`src/rtl/alu_result_stage.sv`:
```
// Registered result stage behind the 16-bit ALU: 2-entry skid buffer
// plus flags register. Optional parity flag: ALU_RESULT_PARITY_EN.
module alu_result_stage #(
    parameter int W     = 16,
    parameter int DST_W = 4
) (
    input  logic             clk,
    input  logic             rst,
    input  logic             in_valid,
    output logic             in_ready,
    input  logic [W-1:0]     in_y,
    input  logic             in_co,
    input  logic             in_m,
    input  logic [DST_W-1:0] in_dst,
    input  logic             in_fwe,
    output logic             out_valid,
    input  logic             out_ready,
    output logic [W-1:0]     out_data,
    output logic [DST_W-1:0] out_dst,
    output logic [3:0]       flags,
    input  logic             flags_we,
    input  logic [3:0]       flags_wdata,
    output logic [1:0]       occupancy
);

    // entry: {y, dst, p, n, z, c, arith, fwe}
    localparam int EW = W + DST_W + 6;

    localparam logic [1:0] EMPTY = 2'd0;
    localparam logic [1:0] ONE   = 2'd1;
    localparam logic [1:0] TWO   = 2'd2;

    logic [1:0]    state;
    logic [EW-1:0] head;
    logic [EW-1:0] tail;
    logic [EW-1:0] in_ent;
    logic          acc;
    logic          drn;
    logic          in_p;
    logic          wd_p;
    logic          h_fwe;
    logic          h_arith;
    logic          h_c;
    logic          h_z;
    logic          h_n;
    logic          h_p;
    logic [3:0]    commit_flags;
    logic [3:0]    restore_flags;

`ifdef ALU_RESULT_PARITY_EN
    assign in_p = ~^in_y;
    assign wd_p = flags_wdata[3];
`else
    logic unused_wdata_p;
    assign unused_wdata_p = flags_wdata[3];
    assign in_p = 1'b0;
    assign wd_p = 1'b0;
`endif

    assign in_ent = {in_y, in_dst, in_p, in_y[W-1],
                     (in_y == '0), in_co, ~in_m, in_fwe};

    assign acc = in_valid & in_ready;
    assign drn = out_valid & out_ready;

    assign in_ready  = (state != TWO);
    assign out_valid = (state != EMPTY);
    assign occupancy = state;

    assign out_data = head[EW-1 -: W];
    assign out_dst  = head[DST_W+5 -: DST_W];
    assign h_p      = head[5];
    assign h_n      = head[4];
    assign h_z      = head[3];
    assign h_c      = head[2];
    assign h_arith  = head[1];
    assign h_fwe    = head[0];

    // logic ops keep the committed carry; arithmetic ops replace it
    assign commit_flags  = {h_p, h_n, h_z, h_arith ? h_c : flags[0]};
    assign restore_flags = {wd_p, flags_wdata[2:0]};

    // skid buffer occupancy FSM; head is always the oldest entry
    always_ff @(posedge clk) begin
        if (rst) begin
            state <= EMPTY;
            head  <= '0;
            tail  <= '0;
        end else begin
            case (state)
                EMPTY: begin
                    if (acc) begin
                        head  <= in_ent;
                        state <= ONE;
                    end
                end
                ONE: begin
                    if (acc && drn) begin
                        head <= in_ent;
                    end else if (acc) begin
                        tail  <= in_ent;
                        state <= TWO;
                    end else if (drn) begin
                        state <= EMPTY;
                    end
                end
                TWO: begin
                    if (drn) begin
                        head  <= tail;
                        state <= ONE;
                    end
                end
                default: state <= EMPTY;
            endcase
        end
    end

    // flags commit in order at drain; a direct restore takes priority
    always_ff @(posedge clk) begin
        if (rst) begin
            flags <= 4'b0000;
        end else if (flags_we) begin
            flags <= restore_flags;
        end else if (drn && h_fwe) begin
            flags <= commit_flags;
        end
    end

endmodule

```
`config.mk`:
```
export PLATFORM = sky130hd
export DESIGN_NAME = alu_result_stage
export DESIGN_NICKNAME = d
export VERILOG_FILES = /design/src/rtl/alu_result_stage.sv
export SDC_FILE = /design/constraint.sdc
export NUM_CORES = 1
export LEC_CHECK = 0
export ABC_CLOCK_PERIOD_IN_PS = 1700
export BUFFER_PORTS_ARGS = -buffer_cell sky130_fd_sc_hd__buf_2
export CORE_MARGIN = 4
export CORE_UTILIZATION = 53
export DETAILED_ROUTE_END_ITERATION = 10
export GPL_ROUTABILITY_DRIVEN = 1
export GPL_TIMING_DRIVEN = 0
export PLACE_DENSITY = 0.84
export SYNTH_ARGS = -nofsm -noshare
export SYNTH_HDL_FRONTEND = slang
export SYNTH_SLANG_ARGS = --single-unit
```
`constraint.sdc`:
```
create_clock -name clk -period 1.7 [get_ports clk]
set_input_delay 0.085 -clock clk [delete_from_list [all_inputs] [get_ports clk]]
set_output_delay 0.085 -clock clk [all_outputs]
set_load 0.02 [all_outputs]
```
==> metrics.yaml, run 1 <==
timing:
  slew_hr: 0.5837
  fmaxAchievable_ghz: 0.6369
  slew_viol_final: 0
  finalHoldViolCount: 0
  rsz_0062_raised_after_global_routing: "false"
  clock-skew-final_ns: 0.006007
  setup_viol: 0
  fin_setup_tns_ns: 0
  finalCritPeriodShare: 0.9236
  period_needed_ns: 1.570
  worst_pin_slew_ns: 0.6245
worst_setup_path:
  worst-endpoint-required_ns: 1.62
  sequence_of_cells_on_the_critical_path: "nand2b_1, buf_4, buf_4, buf_2"
  path_max_fanout: 10
  r2r_slack_ns: 0.15
  timing_worst_setup_path_type: "flop to output port"
  slowest_stage: "sky130_fd_sc_hd__dfxtp_1"
  cp_data_arrival_time_ns: 1.49
  worst_setup_path_start_kind: "flop"
  max_stage_delay_ns: 0.43
  path_common_cell: "sky130_fd_sc_hd__buf_4"
  crit_path_end_kind: "output port"
logic_synthesis:
  postSynthCellCount: 272
  post-synth-top-area-cell: "sky130_fd_sc_hd__dfxtp_1"
  synth_sequential_area_ratio: 0.4318
  yosysWarningCount: 0
  ys_types: 38
  post_synth.cell_area_avg_um2: 9.034
  largest_cells_by_area_after_synthesis: "sky130_fd_sc_hd__dfxtp_1 (43%), sky130_fd_sc_hd__mux2i_1 (10%), sky130_fd_sc_hd__buf_4 (8.2%)"
  ys.flop_type: "sky130_fd_sc_hd__dfxtp_1"
  yosys_register_bits: 53
  syn-num-nets: 304
  synthTopCellsByCount: "sky130_fd_sc_hd__dfxtp_1 (53), sky130_fd_sc_hd__nand2_1 (49), sky130_fd_sc_hd__nor2_1 (29)"
  top_area_cell_type_share_of_the_netlist_area: 0.4318
  edff_count_synth: 0
  netlist_area_before_placement_mm2: 0.002457
  synthArstFlopShare: 0
  yosysMostFrequentCell: "sky130_fd_sc_hd__dfxtp_1"
finish:
  num-fill-cells: 369
  layout-drive-gt1-share: 0.3373
  postLayoutCoreUtil: 0.6667
  antennaDiodeCount: 0
  num-nets-final: 369
  area_growth_syn_to_layout_pct: 19.76
  finish.instance_area_mm2: 0.002943
clock_tree:
  worst_skew_pair_later_pin_latency_ns: 0.30
  cts_htree_levels: 2
  post-cts-setup-buffer-count: 0
  postCtsResizedCells: 0
  path_clk_slew_ns: 0.09
  cts.sink_count: 53
  postCtsHoldBufs: 2
  tritoncts: "done"
  cts-buffers-inserted: 5
  clockRootBuffer: "sky130_fd_sc_hd__clkbuf_8"
  clock_path_buffers: 2
placement:
  place.port_buffers: 56
  dp_area_mm2: 0.002803
  gp_congestion: 0.7934
  post-dp-hpwl_um: 3915
floorplan:
  design.portCount: 60
  start_util: 0.5567
  placementRows: 24
  core_mm2: 0.004414
  die_y_um: 76.09
  die_wd_um: 76.09
  dieArea_mm2: 0.005790
detailed_routing:
  wl_cell_um: 13.60
  first_iter_violations: 98
  finalWirelength_um: 5305
  vias: 2041
  route.layer.met1.wl_um: 2509
  met3_wirelength_um: 335
  drt_pass1_iterations: 4
  routed.top_layer: "met4"
  final_antenna_net_count: 0
  vias_per_cell: 5.233
  detail_route.drc_violations: 0
  met2_wirelength_um: 2405
power:
  share_comb_of_total_power: 0.186
  power_report.internal_total_mw: 2.021
  power.total_mw: 2.749
  static-leakage-power_nw: 1.394
  seq_power_share: 0.493
  net_sw_frac: 0.2649
  switching_power_mw: 0.7281
  clock_power_share: 0.321
  powerDensity_mw_per_mm2: 934.1
  ir_drop_worst_vdd_mv: 0.4926
min_path:
  hold_path.class: "input pin to flop"
grt:
  grt_pass1_vias: 1974
  gr-total-overflow: 0
  maximum_number_of_pins_on_one_net_before_global_route_repair: 17
  grt_antenna_before_repair: 0
  grt_first_pass_wirelength_um: 9128
  grt.total_usage: 0.1864
status:
  outcome: "finished, final reports clean"
flow_run:
  drv.max_cap_violation_count: 0
## worst max-delay path, delay by kind of cell (launching register included)
kind	cells	cell delay, ns
simple gates	1	0.13
flops	1	0.43
buf+inv	3	0.61
## state kept, by name, indices dropped and copies added, names as in the netlist
signal,cells
head,24
flags,3
occupancy,2
tail,24
## layout by cell type, fill, tap and decap left out, types with 2 or more instances in the layout
cell	count
sky130_fd_sc_hd__buf_2	61
sky130_fd_sc_hd__nor4_1	2
sky130_fd_sc_hd__clkbuf_1	5
sky130_fd_sc_hd__a211oi_2	9
sky130_fd_sc_hd__clkbuf_8	6
sky130_fd_sc_hd__inv_1	2
sky130_fd_sc_hd__mux2i_1	25
sky130_fd_sc_hd__nor2_1	29
sky130_fd_sc_hd__buf_4	27
sky130_fd_sc_hd__buf_6	2
sky130_fd_sc_hd__nand2_1	49
sky130_fd_sc_hd__dfxtp_1	53
sky130_fd_sc_hd__a21oi_1	24
sky130_fd_sc_hd__dlygate4sd3_1	2
sky130_fd_sc_hd__a211oi_1	15
## logic make-up after synthesis
kind of cell / Yosys count / synth area share
and+or+nand+nor: 92 / 0.1619
DFF: 53 / 0.4318
buffers and inverters: 42 / 0.1140
muxes: 26 / 0.1064
other: 1 / 0.001526
AOI/OAI and AO/OA: 58 / 0.1843
## power by group through the flow
stage               registers [mW]  logic, mW  clock network [mW]
floorplan                     1.38      0.354                   0
global placement              1.38      0.499                   0
detailed placement            1.38      0.511                   0
CTS                           1.36      0.516               0.902
global route                  1.36      0.562               0.936
finish                        1.35      0.511               0.883
## per-stage QoR
stage | worst slack, ns | hold slack (ns) | cells
2_1_floorplan | 0.2332 | 0.1806 | 272
3_3_place_gp | 0.2144 | 0.2963 | 380
3_5_place_dp | 0.1633 | 0.3160 | 380
4_1_cts | 0.1169 | 0.01914 | 390
5_1_grt | 0.03949 | 0.02417 | 390
6_report | 0.1299 | 0.02410 | 390
## metal layers
metal,GRT usage,vias up
met2,0.3022,54
met4,0.04196,0
met3,0.04019,6
li1,-,1040
met5,0,-
met1,0.2539,941
## layout make-up
| cell class | count | area (um2) | area share |
|---|---|---|---|
| plain buffers | 40 | 272.8 | 0.09269 |
| clock buffers | 6 | 82.58 | 0.02806 |
| flip-flops and latches | 53 | 1061 | 0.3605 |
| inverters | 2 | 7.507 | 0.002551 |
| multi-input cells | 177 | 1116 | 0.3793 |
| clock inverters | 2 | 37.54 | 0.01276 |
| well taps | 52 | 65.06 | 0.02211 |
| repair buffers | 58 | 300.3 | 0.1020 |
## worst paths after layout
kind                      from        to  depth (start not counted)
hold / removal       in_dst[3]   tail[9]                          3
setup / recovery  occupancy[0]  in_ready                          4
setup reg to reg  occupancy[1]   head[0]                          5
hold reg to reg       tail[21]  tail[21]                          2
No activity file was read; power rests on OpenSTA's default activity.
==> run 2: changes to the inputs <==
--- a/config.mk
+++ b/config.mk
@@ -7,12 +7,15 @@
 export LEC_CHECK = 0
 export ABC_CLOCK_PERIOD_IN_PS = 1700
 export BUFFER_PORTS_ARGS = -buffer_cell sky130_fd_sc_hd__buf_2
+export CAP_MARGIN = 20
 export CORE_MARGIN = 4
 export CORE_UTILIZATION = 53
 export DETAILED_ROUTE_END_ITERATION = 10
 export GPL_ROUTABILITY_DRIVEN = 1
 export GPL_TIMING_DRIVEN = 0
+export MAX_ROUTING_LAYER = met4
 export PLACE_DENSITY = 0.84
+export SETUP_SLACK_MARGIN = 0.2
 export SYNTH_ARGS = -nofsm -noshare
 export SYNTH_HDL_FRONTEND = slang
 export SYNTH_SLANG_ARGS = --single-unit
==> run 2 against run 1 <==
Net effect:
- first-iteration DRC count grew 6.1%
- final area rose by 2.3%
- clock skew down 0.0021 ns
- highest routed layer unchanged
- sequential share of layout area fell by 0.78 points
- worst setup slack improved by 0.13 ns
- total power increased by 0.77%
- hold slack is essentially flat
- core utilization increased by 1.6 points
- flip-flop and latch count unchanged
- combinational power up 3%
- register-to-register slack better by 0.11 ns
- via count increased by 1.7%
==> metrics.yaml, run 2 (synthesized netlist as in run 1, its figures left out) <==
status:
  outcome: "finished, final reports clean"
finish:
  finish.instance_area_mm2: 0.003012  # +2.3%
  layout-drive-gt1-share: 0.3528  # +0.01549
  postLayoutCoreUtil: 0.6823  # +0.01559
  num-nets-final: 374  # +1.4%
  final_common_cell: "sky130_fd_sc_hd__buf_2"
  most-common-layout-cells: "sky130_fd_sc_hd__buf_2 (59), sky130_fd_sc_hd__dfxtp_1 (52), sky130_fd_sc_hd__nand2_1 (49), sky130_fd_sc_hd__buf_4 (29), sky130_fd_sc_hd__nor2_1 (29)"
  layout_top_registers: "head: 24 flops, tail: 24 flops, flags: 3 flops"
  non_filler_cells_final: 395  # +1.3%
  num-fill-cells: 348  # -5.7%
  antennaDiodeCount: 0  # unchanged
  area_growth_syn_to_layout_pct: 22.56
worst_setup_path:
  slowest_stage: "sky130_fd_sc_hd__dfxtp_1"
  sequence_of_cells_on_the_critical_path: "buf_4, nand2b_4, o2bb2ai_4, buf_4, nor2_1, a211oi_1"
  reg2reg_from: "occupancy[1]"
  cp_data_arrival_time_ns: 1.65  # +0.16 ns
  worst-endpoint-required_ns: 1.91  # +0.29 ns
  timing.critical_path.max_delay_family: "compound AO/OA/AOI/OAI gates"
  path_max_fanout: 10  # unchanged
  max_stage_delay_ns: 0.32  # -0.11 ns
  worst-path-buf-inv: 2  # -1
  worst_setup_path_start_kind: "flop"
  crit_start: "occupancy[1]"
  crit_path_end_kind: "flop"
  path_common_cell: "sky130_fd_sc_hd__buf_4"
  timing_worst_setup_path_type: "flop to flop"
floorplan:
  start_util: 0.5567  # unchanged
  design.portCount: 60  # unchanged
  placementRows: 24  # unchanged
  dieArea_mm2: 0.005790  # unchanged
  core_mm2: 0.004414  # unchanged
  die_wd_um: 76.09  # unchanged
  die_y_um: 76.09  # unchanged
clock_tree:
  clock_path_buffers: 2  # unchanged
  clockRootBuffer: "sky130_fd_sc_hd__clkbuf_8"
  worst_skew_pair_later_pin_latency_ns: 0.30  # about the same
  path_clk_slew_ns: 0.10  # about the same
  tritoncts: "done"
  cts_htree_levels: 2  # unchanged
  cts.sink_count: 53  # unchanged
  cts-buffers-inserted: 5  # unchanged
grt:
  grt_first_pass_wirelength_um: 9149  # +0.23%
  grt_antenna_before_repair: 0  # unchanged
  gr-total-overflow: 0  # unchanged
  grt_pass1_vias: 1967  # -0.35%
  maximum_number_of_pins_on_one_net_before_global_route_repair: 17  # unchanged
  grt.total_usage: 0.1921  # +0.005705
min_path:
  min-delay-start: "in_dst[3]"
  hold_path.class: "input pin to flop"
timing:
  setup_viol: 0  # unchanged
  slew_viol_final: 0  # unchanged
  timing.final.ws_setup_ns: 0.2594  # +0.1295 ns
  rsz_0062_raised_after_global_routing: "true"
  fin_setup_tns_ns: 0  # unchanged
  clock-skew-final_ns: 0.003922  # -0.002085 ns
  slew_hr: 0.5808  # -0.002867
  worst_pin_slew_ns: 0.6288  # +0.004300 ns
  fin_hold_ws_ns: 0.02458  # +0.0004788 ns
  finalCritPeriodShare: 0.8474  # -0.07618
  fmaxAchievable_ghz: 0.6942  # +9.0%
  period_needed_ns: 1.441  # -0.1295 ns
  finalHoldViolCount: 0  # unchanged
detailed_routing:
  routed.top_layer: "met4"
  finalWirelength_um: 5508  # +3.8%
  vias: 2076  # +1.7%
  final_antenna_net_count: 0  # unchanged
  drt_pass1_iterations: 4  # unchanged
  first_iter_violations: 104  # +6.1%
  met2_wirelength_um: 2524  # +4.9%
  vias_per_cell: 5.256  # +0.43%
  met3_wirelength_um: 271  # -19%
  route.layer.met1.wl_um: 2657  # +5.9%
  detail_route.drc_violations: 0  # unchanged
  wl_cell_um: 13.94  # +2.5%
placement:
  dp_area_mm2: 0.002803  # unchanged
  gp_congestion: 0.8047  # +1.4%
  post-dp-hpwl_um: 3915  # unchanged
  dp_worst_slack_ns: 0.1633  # unchanged
  place.port_buffers: 56  # unchanged
  dp_cells: 380  # unchanged
flow_run:
  drv.max_cap_violation_count: 0  # unchanged
power:
  power.total_mw: 2.770  # +0.77%
  static-leakage-power_nw: 1.427  # +2.4%
  ir_drop_worst_vdd_mv: 0.5027  # +2.1%
  powerDensity_mw_per_mm2: 919.7  # -1.5%
[run 2: worst register-to-register path, delay by kind of cell, from the launching register on]
kind	cells	cell delay (ns)
buffers and inverters	2	0.35
and+or+nand+nor	2	0.21
AOI/OAI and AO/OA	2	0.47
DFF	1	0.32
[run 2: per-layer routing]
metal / global-route usage / vias to the layer above
li1: - / 1052
met1: 0.2605 / 971
met2: 0.2971 / 47
met3: 0.03901 / 6
met4: 0.04196 / 0
met5: - / -
[run 2: cell type report]
| type | instances | area [um2] | area share |
|---|---|---|---|
| inverter | 2 | 7.507 | 0.002493 |
| clock buffer | 6 | 82.58 | 0.02742 |
| multi-input combinational | 177 | 1119 | 0.3714 |
| tap | 52 | 65.06 | 0.02160 |
| buffer | 40 | 300.3 | 0.09971 |
| clock inverter | 2 | 37.54 | 0.01246 |
| sequential | 53 | 1062 | 0.3527 |
| timing repair buffer | 63 | 337.8 | 0.1122 |
[run 2: where the power goes]
group / leakage [nW] / internal (mW) / switching, mW / total [mW]
sequential: 0.435 / 1.31 / 0.0417 / 1.36
combinational: 0.935 / 0.239 / 0.288 / 0.526
clock: 0.0574 / 0.479 / 0.408 / 0.887
[run 2: path summary, 6_finish.rpt]
| check | endpoint | slack (ns) | cells after the start |
|---|---|---|---|
| max | head[0] | 0.26 | 6 |
| min | tail[9] | 0.02 | 3 |
| max reg2reg | head[0] | 0.26 | 6 |
| min reg2reg | tail[21] | 0.46 | 2 |
[run 2: what timing repair did]
item,in CTS,in global routing
endpoints found under the setup margin,15,41
hold buffers,2,0
buffers inserted,0,5
gates resized for setup,3,7
pin swaps,1,1
hold endpoints to repair,2,0
==> run 3: changes to the inputs <==
--- a/config.mk
+++ b/config.mk
@@ -5,16 +5,17 @@
 export SDC_FILE = /design/constraint.sdc
 export NUM_CORES = 1
 export LEC_CHECK = 0
-export ABC_CLOCK_PERIOD_IN_PS = 1700
+export ABC_AREA = 1
+export ABC_CLOCK_PERIOD_IN_PS = 1300
 export BUFFER_PORTS_ARGS = -buffer_cell sky130_fd_sc_hd__buf_2
 export CAP_MARGIN = 20
 export CORE_MARGIN = 4
-export CORE_UTILIZATION = 53
+export CORE_UTILIZATION = 48
 export DETAILED_ROUTE_END_ITERATION = 10
 export GPL_ROUTABILITY_DRIVEN = 1
 export GPL_TIMING_DRIVEN = 0
 export MAX_ROUTING_LAYER = met4
-export PLACE_DENSITY = 0.84
+export PLACE_DENSITY = 0.81
 export SETUP_SLACK_MARGIN = 0.2
 export SYNTH_ARGS = -nofsm -noshare
 export SYNTH_HDL_FRONTEND = slang
==> constraint.sdc (replaced) <==
create_clock -name clk -period 1.3 [get_ports clk]
set_input_delay 0.065 -clock clk [delete_from_list [all_inputs] [get_ports clk]]
set_output_delay 0.065 -clock clk [all_outputs]
set_load 0.02 [all_outputs]
==> run 3 against run 2 <==
Net effect:
- sequential share of layout area down 4.3 points
- worst setup slack worse by 0.25 ns
- synthesized area increased by 2.5%
- fmax up 12%
- sequential power grew 33%
- largest power group unchanged
- critical path depth shrank 2
- non-clock buffer count up 8
- wire length grew 25%
- flip-flop and latch count is the same
- count of clock-buffer cells in the layout unchanged
- combinational power up 84%
- synthesized cell count up 38%
==> metrics.yaml, run 3 <==
clock_tree:
  clockRootBuffer: "sky130_fd_sc_hd__clkbuf_8"
  cts-buffers-inserted: 5  # unchanged
  tritoncts: "done"
  path_clk_slew_ns: 0.10  # about the same
  worst_skew_pair_later_pin_latency_ns: 0.31  # about the same
  cts.sink_count: 53  # unchanged
  clock_path_buffers: 2  # unchanged
  cts_htree_levels: 2  # unchanged
worst_setup_path:
  reg2reg_from: "occupancy[1]"
  r2r_slack_ns: 0.01  # -0.25 ns
  slowest_stage: "sky130_fd_sc_hd__dfxtp_4"
  sequence_of_cells_on_the_critical_path: "o21ai_4, buf_4, a21oi_1, nor2_1"
  timing_worst_setup_path_type: "flop to flop"
  timing.reg2reg.worst_path_depth: 4  # -2
  path_max_fanout: 10  # unchanged
  worst-endpoint-required_ns: 1.53  # -0.38 ns
  max_stage_delay_ns: 0.40  # +0.08 ns
  crit_path_end_kind: "flop"
  worstReg2RegEnd: "head[0]"
  worst_setup_path_start_kind: "flop"
  cp_data_arrival_time_ns: 1.52  # -0.13 ns
floorplan:
  core_mm2: 0.005107  # +16%
  die_wd_um: 80.44  # +5.7%
  start_util: 0.4931  # -0.06355
  die_y_um: 80.44  # +5.7%
  design.portCount: 60  # unchanged
  dieArea_mm2: 0.006470  # +12%
  placementRows: 26  # +8.3%
logic_synthesis:
  synth_sequential_area_ratio: 0.4213  # -0.01051
  synth_top_family_by_area: "simple AND/OR/NAND/NOR gates"
  yosys_register_bits: 53  # unchanged
  yosysMostFrequentCell: "sky130_fd_sc_hd__nor2_1"
  netlist_area_before_placement_mm2: 0.002519  # +2.5%
  post-synth-top-area-cell: "sky130_fd_sc_hd__dfxtp_1"
  largest_cells_by_area_after_synthesis: "sky130_fd_sc_hd__dfxtp_1 (42%), sky130_fd_sc_hd__nor2_1 (12%), sky130_fd_sc_hd__nand2_1 (9.8%)"
  synth.area.mux_share: 0  # -0.1064
  yosysWarningCount: 0  # unchanged
  ys.flop_type: "sky130_fd_sc_hd__dfxtp_1"
  post_synth.cell_area_avg_um2: 6.716  # -26%
  synthArstFlopShare: 0  # unchanged
  synthTopCellsByCount: "sky130_fd_sc_hd__nor2_1 (78), sky130_fd_sc_hd__nand2_1 (66), sky130_fd_sc_hd__dfxtp_1 (53)"
  ys_types: 16  # -58%
  yosys.area_share.adder: 0  # unchanged
  synthSimpleGateAreaFrac: 0.2732  # +0.1113
  postSynthCellCount: 375  # +38%
  synth_xor_xnor_area_share: 0  # unchanged
  synth_compound_area_frac: 0.1744  # -0.009951
  edff_count_synth: 0  # unchanged
  top_area_cell_type_share_of_the_netlist_area: 0.4213  # -0.01051
  syn-num-nets: 407  # +34%
power:
  net_sw_frac: 0.2969  # +0.03071
  seq_power_share: 0.459  # -0.031
  static-leakage-power_nw: 1.599  # +12%
  power_report.internal_total_mw: 2.780  # +37%
  ir_drop_worst_vdd_mv: 0.5188  # +3.2%
  clock_power_share: 0.297  # -0.023
  share_comb_of_total_power: 0.244  # +0.054
  powerDensity_mw_per_mm2: 1146  # +25%
  switching_power_mw: 1.174  # +59%
placement:
  gp_congestion: 0.8360  # +3.9%
  post-dp-hpwl_um: 4558  # +16%
  dp_worst_slack_ns: -0.009408  # -0.1727 ns
  dp_cells: 502  # +32%
  place.port_buffers: 57  # +1.8%
grt:
  grt_antenna_before_repair: 0  # unchanged
  grt_first_pass_wirelength_um: 11080  # +21%
  maximum_number_of_pins_on_one_net_before_global_route_repair: 17  # unchanged
  grt.total_usage: 0.2229  # +0.03072
  grt_pass1_vias: 2373  # +21%
  gr-total-overflow: 0  # unchanged
detailed_routing:
  detail_route.drc_violations: 0  # unchanged
  drt_pass1_iterations: 4  # unchanged
  vias: 2626  # +26%
  vias_per_cell: 5.040  # -4.1%
  final_antenna_net_count: 0  # unchanged
  wl_cell_um: 13.27  # -4.9%
  finalWirelength_um: 6912  # +25%
  first_iter_violations: 186  # +79%
timing:
  finalHoldViolCount: 0  # unchanged
  period_needed_ns: 1.286  # -0.1543 ns
  timing.final.ws_setup_ns: 0.01377  # -0.2457 ns
  slew_viol_final: 0  # unchanged
  rsz_0062_raised_after_global_routing: "true"
  finalCritPeriodShare: 0.9894  # +0.1420
  worst_pin_slew_ns: 0.7097  # +0.08086 ns
  slew_hr: 0.5269  # -0.05391
  clock-skew-final_ns: 0.005833  # +0.001911 ns
  setup_viol: 0  # unchanged
  fmaxAchievable_ghz: 0.7775  # +12%
min_path:
  worst_hold_path.num_cells: 3  # unchanged
  min-delay-start: "in_y[8]"
  hold_path.class: "input pin to flop"
  min_delay_worst_endpoint: "tail[18]"
status:
  outcome: "finished, final reports clean"
finish:
  non_filler_cells_final: 521  # +32%
  area_growth_syn_to_layout_pct: 36.96
  antennaDiodeCount: 0  # unchanged
  layout_top_registers: "head: 24 flops, tail: 24 flops, flags: 3 flops"
  most-common-layout-cells: "sky130_fd_sc_hd__nor2_1 (72), sky130_fd_sc_hd__nand2_1 (61), sky130_fd_sc_hd__buf_2 (57), sky130_fd_sc_hd__dfxtp_1 (51), sky130_fd_sc_hd__buf_4 (31)"
  final_common_cell: "sky130_fd_sc_hd__nor2_1"
  layout-drive-gt1-share: 0.3703  # +0.01752
  num-nets-final: 482  # +29%
flow_run:
  drv.max_cap_violation_count: 0  # unchanged
[run 3: changes by cell type after synthesis, moves of 4 or more]
cell                       change
sky130_fd_sc_hd__clkbuf_1      +4
sky130_fd_sc_hd__buf_4         -5
sky130_fd_sc_hd__mux2i_1      -25
sky130_fd_sc_hd__nand3_1      +27
sky130_fd_sc_hd__buf_2         +7
sky130_fd_sc_hd__inv_1        +14
sky130_fd_sc_hd__nand2_1      +17
sky130_fd_sc_hd__a211oi_1     -15
sky130_fd_sc_hd__a211oi_2      -9
sky130_fd_sc_hd__a21oi_1      +10
sky130_fd_sc_hd__o21ai_0      +32
sky130_fd_sc_hd__nor2_1       +49
sky130_fd_sc_hd__o21ai_1      +19
[run 3: area by class of cell]
class,count,area [um2]
fillers,423,1658
multi-input cells,262,1378
flip-flops and latches,53,1069
repair buffers,67,386.6
plain buffers,44,340.3
well taps,70,87.58
clock buffers,6,82.58
inverters,17,68.82
clock inverters,2,37.54
[run 3: cells by family after synthesis]
family | after synthesis
AND/OR/NAND/NOR | 173
flip-flops | 53
buffers and inverters | 61
AO/OA/AOI/OAI | 87
other | 1
[run 3: power groups by stage]
stage / logic, mW / registers (mW) / clock network, mW
finish: 0.967 / 1.81 / 1.17
global route: 1.06 / 1.83 / 1.26
CTS: 0.880 / 1.80 / 1.19
detailed placement: 0.768 / 1.84 / 0
global placement: 0.752 / 1.83 / 0
floorplan: 0.540 / 1.84 / 0
[run 3: repair_timing]
item | in CTS | in global routing
hold endpoints to repair | 3 | 0
endpoints found under the setup margin | 52 | 56
cloned | 3 | 1
buffers inserted | 6 | 0
resized for setup | 45 | 53
hold buffers | 1 | 0
pin swaps | 2 | 5
[run 3: worst max-delay path, delay by kind of cell (launching register included)]
| family | cells | cell delay (ns) |
|---|---|---|
| AO/OA/AOI/OAI | 2 | 0.39 |
| buffers and inverters | 1 | 0.24 |
| flip-flops | 1 | 0.40 |
| AND/OR/NAND/NOR | 1 | 0.18 |
[run 3: stage by stage]
stage / cell area, um2 / TNS, ns / hold slack [ns] / total power, mW / utilization
6_report: 3450 / 0 / 0.008971 / 3.954 / 0.6754
5_1_grt: 3450 / -0.06830 / 0.02985 / 4.148 / 0.6754
4_1_cts: 3288 / 0 / 0.002621 / 3.876 / 0.6438
3_5_place_dp: 2950 / -0.009408 / 0.3008 / 2.609 / 0.5777
3_3_place_gp: 2950 / 0 / 0.2911 / 2.586 / 0.5777
2_1_floorplan: 2577 / 0 / 0.1244 / 2.378 / -
[run 3: how the worst max path moves through the flow]
stage / start / end / slack, ns / cells after the start
2_1_floorplan: occupancy[0] / head[0] / 0.17 / 7
3_3_place_gp: occupancy[0] / head[11] / 0.03 / 6
3_5_place_dp: occupancy[1] / head[12] / -0.009 / 5
4_1_cts: occupancy[1] / tail[16] / 0.09 / 6
5_1_grt: occupancy[1] / head[0] / -0.03 / 4
6_report: occupancy[1] / head[0] / 0.01 / 4
[run 3: layer usage]
layer	vias up	track usage	part of all wire
li1	1337	-	-
met2	77	0.3560	0.49
met1	1202	0.2872	0.44
met4	0	0.07264	0.019
met5	-	-	0
met3	10	0.03812	0.051
